[src/rtl/mem_arb_pkg.sv]
// rtl/mem_arb_pkg.sv - shared types, constants and round-robin winner function for mem_req_arbiter
package mem_arb_pkg;

    typedef enum logic {
        IDLE  = 1'b0,
        ISSUE = 1'b1
    } arb_state_e;

    localparam int DEFAULT_TIMEOUT = 16;
    localparam int MAX_REQ         = 8;

    // First set bit at or after ptr, wrapping modulo n; 0 when nothing is requesting.
    function automatic int rr_winner(input logic [MAX_REQ-1:0] req, input int ptr, input int n);
        int   win;
        int   idx;
        logic found;
        win   = 0;
        found = 1'b0;
        for (int i = 0; i < MAX_REQ; i++) begin
            idx = (ptr + i) % n;
            if (!found && (i < n) && req[idx]) begin
                win   = idx;
                found = 1'b1;
            end
        end
        return win;
    endfunction

endpackage

[src/rtl/rr_arbiter.sv]
// rtl/rr_arbiter.sv - combinational round-robin pick: request vector and pointer in, winner index out
module rr_arbiter
    import mem_arb_pkg::*;
#(
    parameter  int NUM_REQ = 4,
    localparam int IDX_W   = $clog2(NUM_REQ)
) (
    input  logic [NUM_REQ-1:0] req_i,
    input  logic [IDX_W-1:0]   ptr_i,
    output logic [IDX_W-1:0]   winner_o,
    output logic               any_req_o
);

    logic [MAX_REQ-1:0] req_pad;

    always_comb begin
        req_pad                = '0;
        req_pad[NUM_REQ-1:0]   = req_i;
        winner_o               = IDX_W'(rr_winner(req_pad, int'(ptr_i), NUM_REQ));
        any_req_o              = |req_i;
    end

endmodule

[src/rtl/mem_req_arbiter.sv]
// rtl/mem_req_arbiter.sv - shares one memory port among NUM_REQ requesters with round-robin grants
// and a wait-timeout watchdog that aborts hung accesses.
module mem_req_arbiter
    import mem_arb_pkg::*;
#(
    parameter int NUM_REQ    = 4,
    parameter int WIDTH      = 32,
    parameter int ADDR_WIDTH = 8,
    parameter int TIMEOUT    = DEFAULT_TIMEOUT
) (
    input  logic                          clk_i,
    input  logic                          rst_i,
    input  logic [NUM_REQ-1:0]            req_valid_i,
    input  logic [NUM_REQ-1:0]            req_wr_rd_i,
    input  logic [NUM_REQ*ADDR_WIDTH-1:0] req_addr_i,
    input  logic [NUM_REQ*WIDTH-1:0]      req_wdata_i,
    output logic [NUM_REQ-1:0]            req_ready_o,
    output logic [NUM_REQ-1:0]            req_err_o,
    output logic [WIDTH-1:0]              req_rdata_o,
    output logic                          valid_o,
    output logic                          wr_rd_o,
    output logic [ADDR_WIDTH-1:0]         addr_o,
    output logic [WIDTH-1:0]              wdata_o,
    input  logic                          ready_i,
    input  logic [WIDTH-1:0]              rdata_i,
    output logic                          busy_o
);

    localparam int IDX_W = $clog2(NUM_REQ);
    localparam int TMR_W = $clog2(TIMEOUT) + 1;

    arb_state_e            state_q,  state_d;
    logic [IDX_W-1:0]      rr_ptr_q, rr_ptr_d;
    logic [IDX_W-1:0]      grant_q,  grant_d;
    logic [TMR_W-1:0]      timer_q,  timer_d;
    logic                  valid_q,  valid_d;
    logic                  wr_rd_q,  wr_rd_d;
    logic [ADDR_WIDTH-1:0] addr_q,   addr_d;
    logic [WIDTH-1:0]      wdata_q,  wdata_d;

    logic [IDX_W-1:0]      winner;
    logic                  any_req;
    logic [IDX_W-1:0]      next_ptr;

    rr_arbiter #(.NUM_REQ(NUM_REQ)) u_rr_arbiter (
        .req_i     (req_valid_i),
        .ptr_i     (rr_ptr_q),
        .winner_o  (winner),
        .any_req_o (any_req)
    );

    assign next_ptr = (grant_q == IDX_W'(NUM_REQ - 1)) ? '0 : grant_q + IDX_W'(1);

    always_comb begin
        state_d     = state_q;
        rr_ptr_d    = rr_ptr_q;
        grant_d     = grant_q;
        timer_d     = timer_q;
        valid_d     = valid_q;
        wr_rd_d     = wr_rd_q;
        addr_d      = addr_q;
        wdata_d     = wdata_q;
        req_ready_o = '0;
        req_err_o   = '0;
        req_rdata_o = '0;

        case (state_q)
            IDLE: begin
                valid_d = 1'b0;
                wr_rd_d = 1'b0;
                addr_d  = '0;
                wdata_d = '0;
                if (any_req) begin
                    state_d = ISSUE;
                    valid_d = 1'b1;
                    wr_rd_d = req_wr_rd_i[winner];
                    addr_d  = req_addr_i[int'(winner)*ADDR_WIDTH +: ADDR_WIDTH];
                    wdata_d = req_wdata_i[int'(winner)*WIDTH +: WIDTH];
                    grant_d = winner;
                    timer_d = '0;
                end
            end
            ISSUE: begin
                // Completion and abort both release the bus and move the pointer past the owner.
                if (ready_i || (timer_q == TMR_W'(TIMEOUT - 1))) begin
                    if (ready_i) begin
                        req_ready_o[grant_q] = 1'b1;
                        req_rdata_o          = rdata_i;
                    end else begin
                        req_err_o[grant_q]   = 1'b1;
                    end
                    state_d  = IDLE;
                    valid_d  = 1'b0;
                    wr_rd_d  = 1'b0;
                    addr_d   = '0;
                    wdata_d  = '0;
                    rr_ptr_d = next_ptr;
                end else begin
                    timer_d = timer_q + TMR_W'(1);
                end
            end
            default: state_d = IDLE;
        endcase
    end

    always_ff @(posedge clk_i) begin
        if (rst_i) begin
            state_q  <= IDLE;
            rr_ptr_q <= '0;
            grant_q  <= '0;
            timer_q  <= '0;
            valid_q  <= 1'b0;
            wr_rd_q  <= 1'b0;
            addr_q   <= '0;
            wdata_q  <= '0;
        end else begin
            state_q  <= state_d;
            rr_ptr_q <= rr_ptr_d;
            grant_q  <= grant_d;
            timer_q  <= timer_d;
            valid_q  <= valid_d;
            wr_rd_q  <= wr_rd_d;
            addr_q   <= addr_d;
            wdata_q  <= wdata_d;
        end
    end

    assign valid_o = valid_q;
    assign wr_rd_o = wr_rd_q;
    assign addr_o  = addr_q;
    assign wdata_o = wdata_q;
    assign busy_o  = (state_q == ISSUE);

endmodule

[config.mk]
export PLATFORM = sky130hd
export DESIGN_NAME = mem_req_arbiter
export DESIGN_NICKNAME = d
export VERILOG_FILES = /design/src/rtl/mem_arb_pkg.sv /design/src/rtl/rr_arbiter.sv /design/src/rtl/mem_req_arbiter.sv
export SDC_FILE = /design/constraint.sdc
export NUM_CORES = 1
export LEC_CHECK = 0
export CELL_PAD_IN_SITES_DETAIL_PLACEMENT = 2
export CELL_PAD_IN_SITES_GLOBAL_PLACEMENT = 2
export CORE_AREA = 5 5 152 154
export DETAILED_ROUTE_END_ITERATION = 16
export DIE_AREA = 0 0 157 159
export GPL_TIMING_DRIVEN = 0
export HOLD_SLACK_MARGIN = 0.08
export PLACE_DENSITY = 0.95
export SLEW_MARGIN = 25
export SYNTH_ARGS = -nofsm -noshare
export SYNTH_HDL_FRONTEND = slang
export SYNTH_SLANG_ARGS = --single-unit
[constraint.sdc]
create_clock -name clk_i -period 4 [get_ports clk_i]
set_input_delay 1 -clock clk_i [delete_from_list [all_inputs] [get_ports clk_i]]
set_output_delay 1 -clock clk_i [all_outputs]
set_load 0.005 [all_outputs]
==> metrics.txt, run 1 <==
total CTS buffers 5; Design Area, Final 0.00715 mm²; upper clock frequency limit 264 MHz; Final setup viols 0; via/cell ratio 4.81; Starting Density 0.176; GP Congestion 0.769; vias ~5.1k; worst skew pair latency 0.30 ns; # resized after CTS 0; hold path start wdata_o[11]; DP Worst Slack -0.00156 ns; hold crit path type flip-flop to flip-flop; synth unique cells 38; crit path capture type primary output; CP max FO 11; Critical Path Start Type primary input; H-tree levels 2; Cells after Synth 489; Core ar. 0.0216 mm²; Leak 2.70 nW; # Post-CTS Setup Buffers 0; crit path DAT 2.79 ns; CTS Hold Bufs 0; WHS 0.457 ns; Critical R2R Launch timer_q[0]; crit path kind primary input to primary output; async set-reset flop share out of synthesis 0; commonest non-fill, non-tap cells in the layout 284 x clkdlybuf4s50_1, 97 x and3_1, 52 x dfxtp_1; number of synthesized flops with an enable pin 0; Final Hold Viols 0; placed inst area 0.00700 mm²; routed wire length 22800 µm; max-cap violations 0; Die Area 0.0250 mm²; total power around 1.8 mW; Ys Warns 0; post-DR wirelength/cell 21.5 µm; most common cell after layout, fill and taps aside clkdlybuf4s50_1; share of Yosys cell area claimed by the top area cell type 0.274; first-pass detailed-route iteration total 4; layout cell share with drive strength beyond 1 0.0513; RSZ-0062 raised after global routing false; worst endpoint required time 3.00 ns; nets 988; Final period util 0.949; final core utilization 0.332; setup ws final 0.205 ns; power per cell area between 200 and 250 mW/mm²; post-synthesis net count 698; minimum clock period about 3.8 ns; Clock Skew 0.00752 ns; Remaining DRCs 0; Synth area leaders dfxtp_1 27%, and3_1 16%, o211ai_1 5.5%, nand2_1 4.7%, a21boi_1 3.9%; CTS Root Buffer Type clkbuf_16; Routed Antenna Nets 0; FILL cells 2491; Worst VDD drop 0.151 mV; initial antenna violation count 3; Starting DRT DRC Count 189; detailed placement HPWL 19000 µm; vias in the first global route 5792; GRT Total Usage 0.174; total grt overflow 0; area grow syn2layout 88.1%; I/O pin count 286; first-pass GRT wire length 34200 µm; status finished, final reports clean; Post-Syn Area per Cell 7.78 µm²; Slew @ Worst Pin 0.751 ns; Reg clk slew, reported paths 0.07 ns; cell type with the largest total area after synthesis dfxtp_1; Seq/Total Area, Yosys 0.274; pin count of the biggest net entering global routing 19; CTS tree done; Worst Setup SP ready_i; Max Slew Vio Count 0; Die W about 160 µm; flops & latches, synth 52; maximum buffer depth of the clock tree 2; Worst slew margin 0.497; Synth Flop Type dfxtp_1; # rows 54; DIE HEIGHT 159 µm; synthesized area 0.00380 mm²; clock sink count 52; port bufs between 200 and 300
cell usage after synthesis, types with 2 or more instances:
cell type / n
nor2_1: 13
a21boi_0: 10
nor3_1: 2
inv_1: 3
a211o_1: 14
a211oi_2: 10
nor2b_1: 6
buf_6: 8
mux2i_1: 14
o21ai_1: 14
nand3_1: 14
a211oi_1: 17
clkbuf_1: 37
o211ai_1: 28
buf_2: 9
dfxtp_1: 52
and3_1: 97
nand2b_1: 2
a21boi_1: 20
o31ai_1: 13
nand2_1: 48
o21ai_0: 16
ha_1: 6
a31oi_1: 16
a21oi_1: 7
per-layer routing:
metal / part of all wire / track usage / up-vias
li1: - / - / 2413
met1: 0.39 / 0.195 / 2463
met2: 0.51 / 0.318 / 200
met3: 0.069 / 0.0470 / 38
met4: 0.029 / 0.0564 / 0
met5: 0 / 0 / -
worst paths after layout:
kind / to / slack (ns) / depth (start not counted)
max reg2reg: wdata_o[28] / 1.20 / 8
min: wdata_o[11] / 0.46 / 2
min reg2reg: wdata_o[11] / 0.46 / 2
max: req_rdata_o[15] / 0.21 / 4
kinds of logic after synthesis:
family                   synth area share
AND/OR/NAND/NOR                     0.270
flip-flops                          0.274
buffers and inverters              0.0770
adder cells (fa/ha/maj)            0.0197
multiplexers                       0.0369
AO/OA/AOI/OAI                       0.321
XOR/XNOR                          0.00230
metrics by stage:
step,instances,setup TNS [ns]
global route,1063,0
floorplan,489,0
detailed placement,1053,-0.00156
finish,1063,0
global placement,1053,0
CTS,1060,0
worst max-delay path, stage by stage:
cell	delay, ns
clkdlybuf4s50_1	0.68
clkbuf_1	0.34
and3_1	0.26
clkdlybuf4s50_1	0.51
flip-flops by register name, indices dropped and copies added (netlist names):
name and flops:
wdata_o 32, addr_o 8, timer_q 5, grant_q 2, rr_ptr_q 2, busy_o 1, valid_o 1, wr_rd_o 1
cell type report:
| class | instances | area [µm²] | share of cell area |
|---|---|---|---|
| Antenna cell | 3 | 7.51 | 0.00105 |
| Buffer | 54 | 278 | 0.0388 |
| Clock buffer | 5 | 125 | 0.0175 |
| Clock inverter | 3 | 26.3 | 0.00367 |
| Inverter | 3 | 11.3 | 0.00157 |
| Multi-Input combinational cell | 379 | 2470 | 0.345 |
| Sequential cell | 52 | 1040 | 0.146 |
| Tap cell | 280 | 350 | 0.0490 |
| Timing Repair Buffer | 284 | 2840 | 0.398 |
power by group:
| group | total [mW] | switching (mW) | leakage [nW] | internal, mW |
|---|---|---|---|---|
| logic | 0.714 | 0.308 | 2.20 | 0.406 |
| clock network | 0.464 | 0.226 | 0.0744 | 0.238 |
| registers | 0.596 | 0.0300 | 0.428 | 0.566 |
| total | 1.77 | 0.564 | 2.70 | 1.21 |
(Power assumes the default switching activity.)
==> run 2: changes to the inputs <==
--- a/config.mk
+++ b/config.mk
@@ -5,11 +5,13 @@
 export SDC_FILE = /design/constraint.sdc
 export NUM_CORES = 1
 export LEC_CHECK = 0
+export CAP_MARGIN = 30
 export CELL_PAD_IN_SITES_DETAIL_PLACEMENT = 2
 export CELL_PAD_IN_SITES_GLOBAL_PLACEMENT = 2
-export CORE_AREA = 5 5 152 154
+export CORE_AREA = 5 5 112 114
 export DETAILED_ROUTE_END_ITERATION = 16
-export DIE_AREA = 0 0 157 159
+export DIE_AREA = 0 0 117 119
+export DONT_BUFFER_PORTS = 1
 export GPL_TIMING_DRIVEN = 0
 export HOLD_SLACK_MARGIN = 0.08
 export PLACE_DENSITY = 0.95
==> run 2 against run 1 <==
Critical path depth shrank 1. Global-route usage up 7.4 points. Clock skew rose by 0.0024 ns. Setup slack gained 0.90 ns. Critical path type unchanged.
==> metrics.txt, run 2 (synthesized netlist as in run 1, its figures left out) <==
first-pass GRT wire length 26700 µm (-22%); power per cell area 350 mW/mm² (+41%); multi-input logic area 0.00247 mm² (unchanged); I/O pin count 286 (unchanged); Slew @ Worst Pin 0.735 ns (-0.0165 ns); Worst VDD drop 0.173 mV (+15%); Core ar. 0.0113 mm² (-47%); Starting Density 0.336 (+0.159); upper clock frequency limit 345 MHz (+31%); via/cell ratio 6.43 (+34%); GRT Total Usage 0.248 (+0.0735); first-pass detailed-route iteration total 4 (unchanged); CTS tree done; post-DR wirelength/cell 28.4 µm (+33%); Reg clk slew, reported paths 0.07 ns (about the same); # resized after CTS 0 (unchanged); clock sink count 52 (unchanged); max-cap violations 0 (unchanged); routed wire length 18300 µm (-20%); met1 Usage GRT 0.254 (+0.0596); worst endpoint required time 3.00 ns (about the same); total power 1.45 mW (-18%); commonest non-fill, non-tap cells in the layout 97 x and3_1, 52 x dfxtp_1, 48 x nand2_1; hold crit path type flip-flop to flip-flop; CP max stage cell and3_1; vias in the first global route 4658 (-20%); Remaining DRCs 0 (unchanged); Die W 117 µm (-25%); worst skew pair latency 0.30 ns (about the same); vias 4125 (-19%); placed inst area 0.00398 mm² (-43%); most common cell after layout, fill and taps aside and3_1; Routed Antenna Nets 0 (unchanged); M3 GR Usage 0.0664 (+0.0194); RSZ-0062 raised after global routing false; Clock Skew 0.00990 ns (+0.00238 ns); total grt overflow 0 (unchanged); Leak 1.63 nW (-40%); Critical Path, Cell by Cell clkbuf_1, clkbuf_1, and3_1; initial antenna violation count 1 (-2); crit path kind primary input to primary output; Die Area 0.0139 mm² (-44%); status finished, final reports clean; GP Congestion 0.909 (+18%); setup TNS 0 ns (unchanged); Max Slew Vio Count 0 (unchanged); maximum buffer depth of the clock tree 2 (unchanged); Sequential Area 0.00104 mm² (unchanged); H-tree levels 2 (unchanged); minimum clock period 2.90 ns (-0.899 ns); crit path capture type primary output; DIE HEIGHT 119 µm (-25%); Critical Path Start Type primary input; Worst slew margin 0.507 (+0.00992); pin count of the biggest net entering global routing 18 (-1); Starting DRT DRC Count 181 (-4.2%); area grow syn2layout 8.72%; port bufs 0 (-100%); reg-to-reg setup timing slack 1.21 ns (about the same); nets 705 (-29%); detailed placement HPWL 15000 µm (-21%); # rows 39 (-28%); FILL cells 1324 (-47%); Final period util 0.724 (-0.225); layout cell share with drive strength beyond 1 0.0805 (+0.0292); Final setup viols 0 (unchanged); Design Area, Final 0.00413 mm² (-42%); Final Hold Viols 0 (unchanged); met2 Use GR 0.472 (+0.155); number of flip-flops in the largest register 32 (unchanged); Top Usage Layer GRT met2; CP max FO 10 (-1); crit path DAT 1.90 ns (-0.89 ns); CTS Hold Bufs 0 (unchanged); CTS Root Buffer Type clkbuf_16; total CTS buffers 5 (unchanged); most frequent CP cell clkbuf_1; # Post-CTS Setup Buffers 0 (unchanged); CP peak stage delay 0.31 ns (-0.37 ns)
## run 2: changes by cell type in the layout (fill, tap and decap cells not counted)
cell,before,now
clkdlybuf4s50_1,284,0
clkbuf_1,36,37
clkinv_4,2,1
clkinv_2,0,1
diode_2,3,2
## run 2: critical path, delay by kind of cell
kind	cells	cell delay (ns)
buffers and inverters	2	0.58
AND/OR/NAND/NOR	1	0.31
## run 2: power breakdown
group	internal, mW	switching, mW
logic	0.145	0.237
clock network	0.235	0.216
registers	0.567	0.0481
## run 2: routing by layer
layer  wire [µm]  vias to the layer above
li1            -                     1841
met5           0                        -
met4         568                        0
met1        6370                     1993
met3        1480                       44
met2        9840                      247
## run 2: cell type report
type / instances / share of cell area
clock buffer: 5 / 0.0303
buffer: 55 / 0.0681
multi-input combinational: 379 / 0.597
antenna: 2 / 0.00121
tap: 143 / 0.0433
clock inverter: 3 / 0.00545
sequential: 52 / 0.252
inverter: 3 / 0.00272
## run 2: final timing paths
| check | startpoint | to | cells past startpoint |
|---|---|---|---|
| setup / recovery | ready_i | req_rdata_o[20] | 3 |
| hold / removal | wdata_o[14] | wdata_o[14] | 2 |
| setup reg to reg | timer_q[0] | wdata_o[22] | 8 |
| hold reg to reg | wdata_o[14] | wdata_o[14] | 2 |
## run 2: through the flow
step	hold WS (ns)	worst slack [ns]	utilization	std cells
2_1_floorplan	0.449	1.40	-	489
3_3_place_gp	0.473	1.05	0.352	632
3_5_place_dp	0.484	0.887	0.352	632
4_1_cts	0.496	1.11	0.365	640
5_1_grt	0.514	0.988	0.365	642
6_report	0.492	1.10	0.365	642
==> run 3: changes to the inputs <==
--- a/config.mk
+++ b/config.mk
@@ -8,13 +8,13 @@
 export CAP_MARGIN = 30
 export CELL_PAD_IN_SITES_DETAIL_PLACEMENT = 2
 export CELL_PAD_IN_SITES_GLOBAL_PLACEMENT = 2
-export CORE_AREA = 5 5 112 114
+export CORE_AREA = 5 5 116 118
 export DETAILED_ROUTE_END_ITERATION = 16
-export DIE_AREA = 0 0 117 119
+export DIE_AREA = 0 0 121 123
 export DONT_BUFFER_PORTS = 1
 export GPL_TIMING_DRIVEN = 0
 export HOLD_SLACK_MARGIN = 0.08
-export PLACE_DENSITY = 0.95
+export PLACE_DENSITY = 0.9
 export SLEW_MARGIN = 25
 export SYNTH_ARGS = -nofsm -noshare
 export SYNTH_HDL_FRONTEND = slang
==> constraint.sdc (replaced) <==
create_clock -name clk_i -period 3 [get_ports clk_i]
set_input_delay 0.75 -clock clk_i [delete_from_list [all_inputs] [get_ports clk_i]]
set_output_delay 0.75 -clock clk_i [all_outputs]
set_load 0.005 [all_outputs]
==> run 3 against run 2 <==
Critical path type is now flip-flop to flip-flop. First-iteration DRC count up 4.4%. Design area is 1.8% higher. Largest power group unchanged. Register-to-register slack got worse by 0.80 ns.
==> metrics.txt, run 3 (synthesized netlist as in run 1, its figures left out) <==
# rows 41 (+5.1%); Clock Skew 0.00760 ns (-0.00230 ns); CTS tree done; I/O pin count 286 (unchanged); upper clock frequency limit 385 MHz; Worst VDD drop 0.231 mV (+34%); area grow syn2layout 10.7%; Final setup viols 0 (unchanged); total grt overflow 0 (unchanged); H-tree levels 2 (unchanged); CTS Hold Bufs 0 (unchanged); Die Area 0.0149 mm² (+6.9%); FILL cells 1425 (+7.6%); Critical Path Start Type flip-flop; CTS Root Buffer Type clkbuf_16; CP max FO 10 (unchanged); max-cap violations 0 (unchanged); Max Slew Vio Count 0 (unchanged); power per cell area 483 mW/mm² (+38%); total power 2.03 mW (+40%); Die W 121 µm (+3.4%); port bufs 0 (unchanged); GP Congestion 0.848 (-6.7%); placed inst area 0.00402 mm² (+0.91%); first-pass detailed-route iteration total 4 (unchanged); pin count of the biggest net entering global routing 17 (-1); GRT Total Usage 0.235 (-0.0134); via/cell ratio 6.12 (-4.8%); routed wire length 18500 µm (+1.2%); Final period util 0.865; multi-input logic area 0.00247 mm² (+0.10%); vias in the first global route 4606 (-1.1%); initial antenna violation count 6 (+5); Placed Cells 661 (+4.6%); worst skew pair latency 0.30 ns (about the same); clock sink count 52 (unchanged); WHS 0.499 ns (+0.00681 ns); Final Hold Viols 0 (unchanged); post-DR wirelength/cell 27.5 µm (-3.5%); status finished, final reports clean; commonest non-fill, non-tap cells in the layout 97 x and3_1, 52 x dfxtp_1, 48 x nand2_1; crit path capture type flip-flop; maximum buffer depth of the clock tree 2 (unchanged); Core ar. 0.0124 mm² (+9.2%); fin cells 673 (+4.8%); Routed Antenna Nets 0 (unchanged); layout cell share with drive strength beyond 1 0.0825 (+0.00201); number of flip-flops in the largest register 32 (unchanged); most common cell after layout, fill and taps aside and3_1; vias 4116 (-0.22%); worst endpoint required time 3.21 ns (+0.21 ns); Leak 1.64 nW (+0.78%); Starting DRT DRC Count 189 (+4.4%); Sequential Area 0.00104 mm² (unchanged); Reg clk slew, reported paths 0.08 ns (about the same); total CTS buffers 5 (unchanged); setup ws final 0.405 ns (-0.698 ns); Design Area, Final 0.00421 mm² (+1.8%); hold crit path type flip-flop to flip-flop; Worst slew margin 0.488 (-0.0193); DP Worst Slack 0.131 ns (-0.756 ns); minimum clock period about 2.6 ns; nets 705 (unchanged); Starting Density 0.308 (-0.0283); Remaining DRCs 0 (unchanged); RSZ-0062 raised after global routing false; detailed placement HPWL 15200 µm (+1.4%); DIE HEIGHT 123 µm (+3.4%); Slew @ Worst Pin 0.763 ns (+0.0288 ns); first-pass GRT wire length 26900 µm (+0.62%); crit path kind flip-flop to flip-flop; final core utilization 0.340 (-0.0248); crit path DAT 2.80 ns (+0.90 ns); setup TNS 0 ns (unchanged)
run 3: cell count changes in the layout (fill, tap and decap cells not counted):
cell       previous run  this run
clkinv_2              1         0
nor2_2                0         1
bufinv_16             0         1
inv_6                 1         0
nor2_1               13        12
clkbuf_8              0         1
diode_2               2         4
run 3: cell type report:
class,count,share of cell area
diodes,4,0.00238
plain buffers,55,0.0669
clock buffers,6,0.0330
clock inverters,2,0.00922
inverters,3,0.00268
multi-input cells,379,0.587
flip-flops and latches,52,0.247
well taps,172,0.0511
run 3: timing repair:
action,4_1_cts,5_1_grt
endpoints found under the hold margin,0,0
endpoints found under the setup margin,0,10
buffers inserted,0,0
resized for setup,0,1
run 3: worst paths after layout:
check                    from          end  slack [ns]  cells past startpoint
setup / recovery   timer_q[0]   wdata_o[8]        0.41                      8
hold reg to reg   wdata_o[30]  wdata_o[30]        0.50                      2
hold / removal    wdata_o[30]  wdata_o[30]        0.50                      2
setup reg to reg   timer_q[0]   wdata_o[8]        0.41                      8
run 3: worst max-delay path, stage by stage (launching register included):
cell and delay, ns:
dfxtp_1 0.36, ha_1 0.24, and3_1 0.19, ha_1 0.25, nand2b_1 0.27, nor2_2 0.44
clkbuf_1 0.51, nand2_1 0.14, o31ai_1 0.09
run 3: layer usage:
layer  vias to the layer above  part of all wire  GRT usage
met5                         -            0.0015          0
met4                         4             0.030     0.0864
met1                      2000              0.35      0.238
li1                       1844                 -          -
met3                        35             0.085     0.0741
met2                       233              0.53      0.448
run 3: where the power goes:
| group | internal, mW | switching [mW] |
|---|---|---|
| logic | 0.193 | 0.313 |
| registers | 0.756 | 0.0645 |
| clock network | 0.419 | 0.285 |
| total | 1.37 | 0.663 |
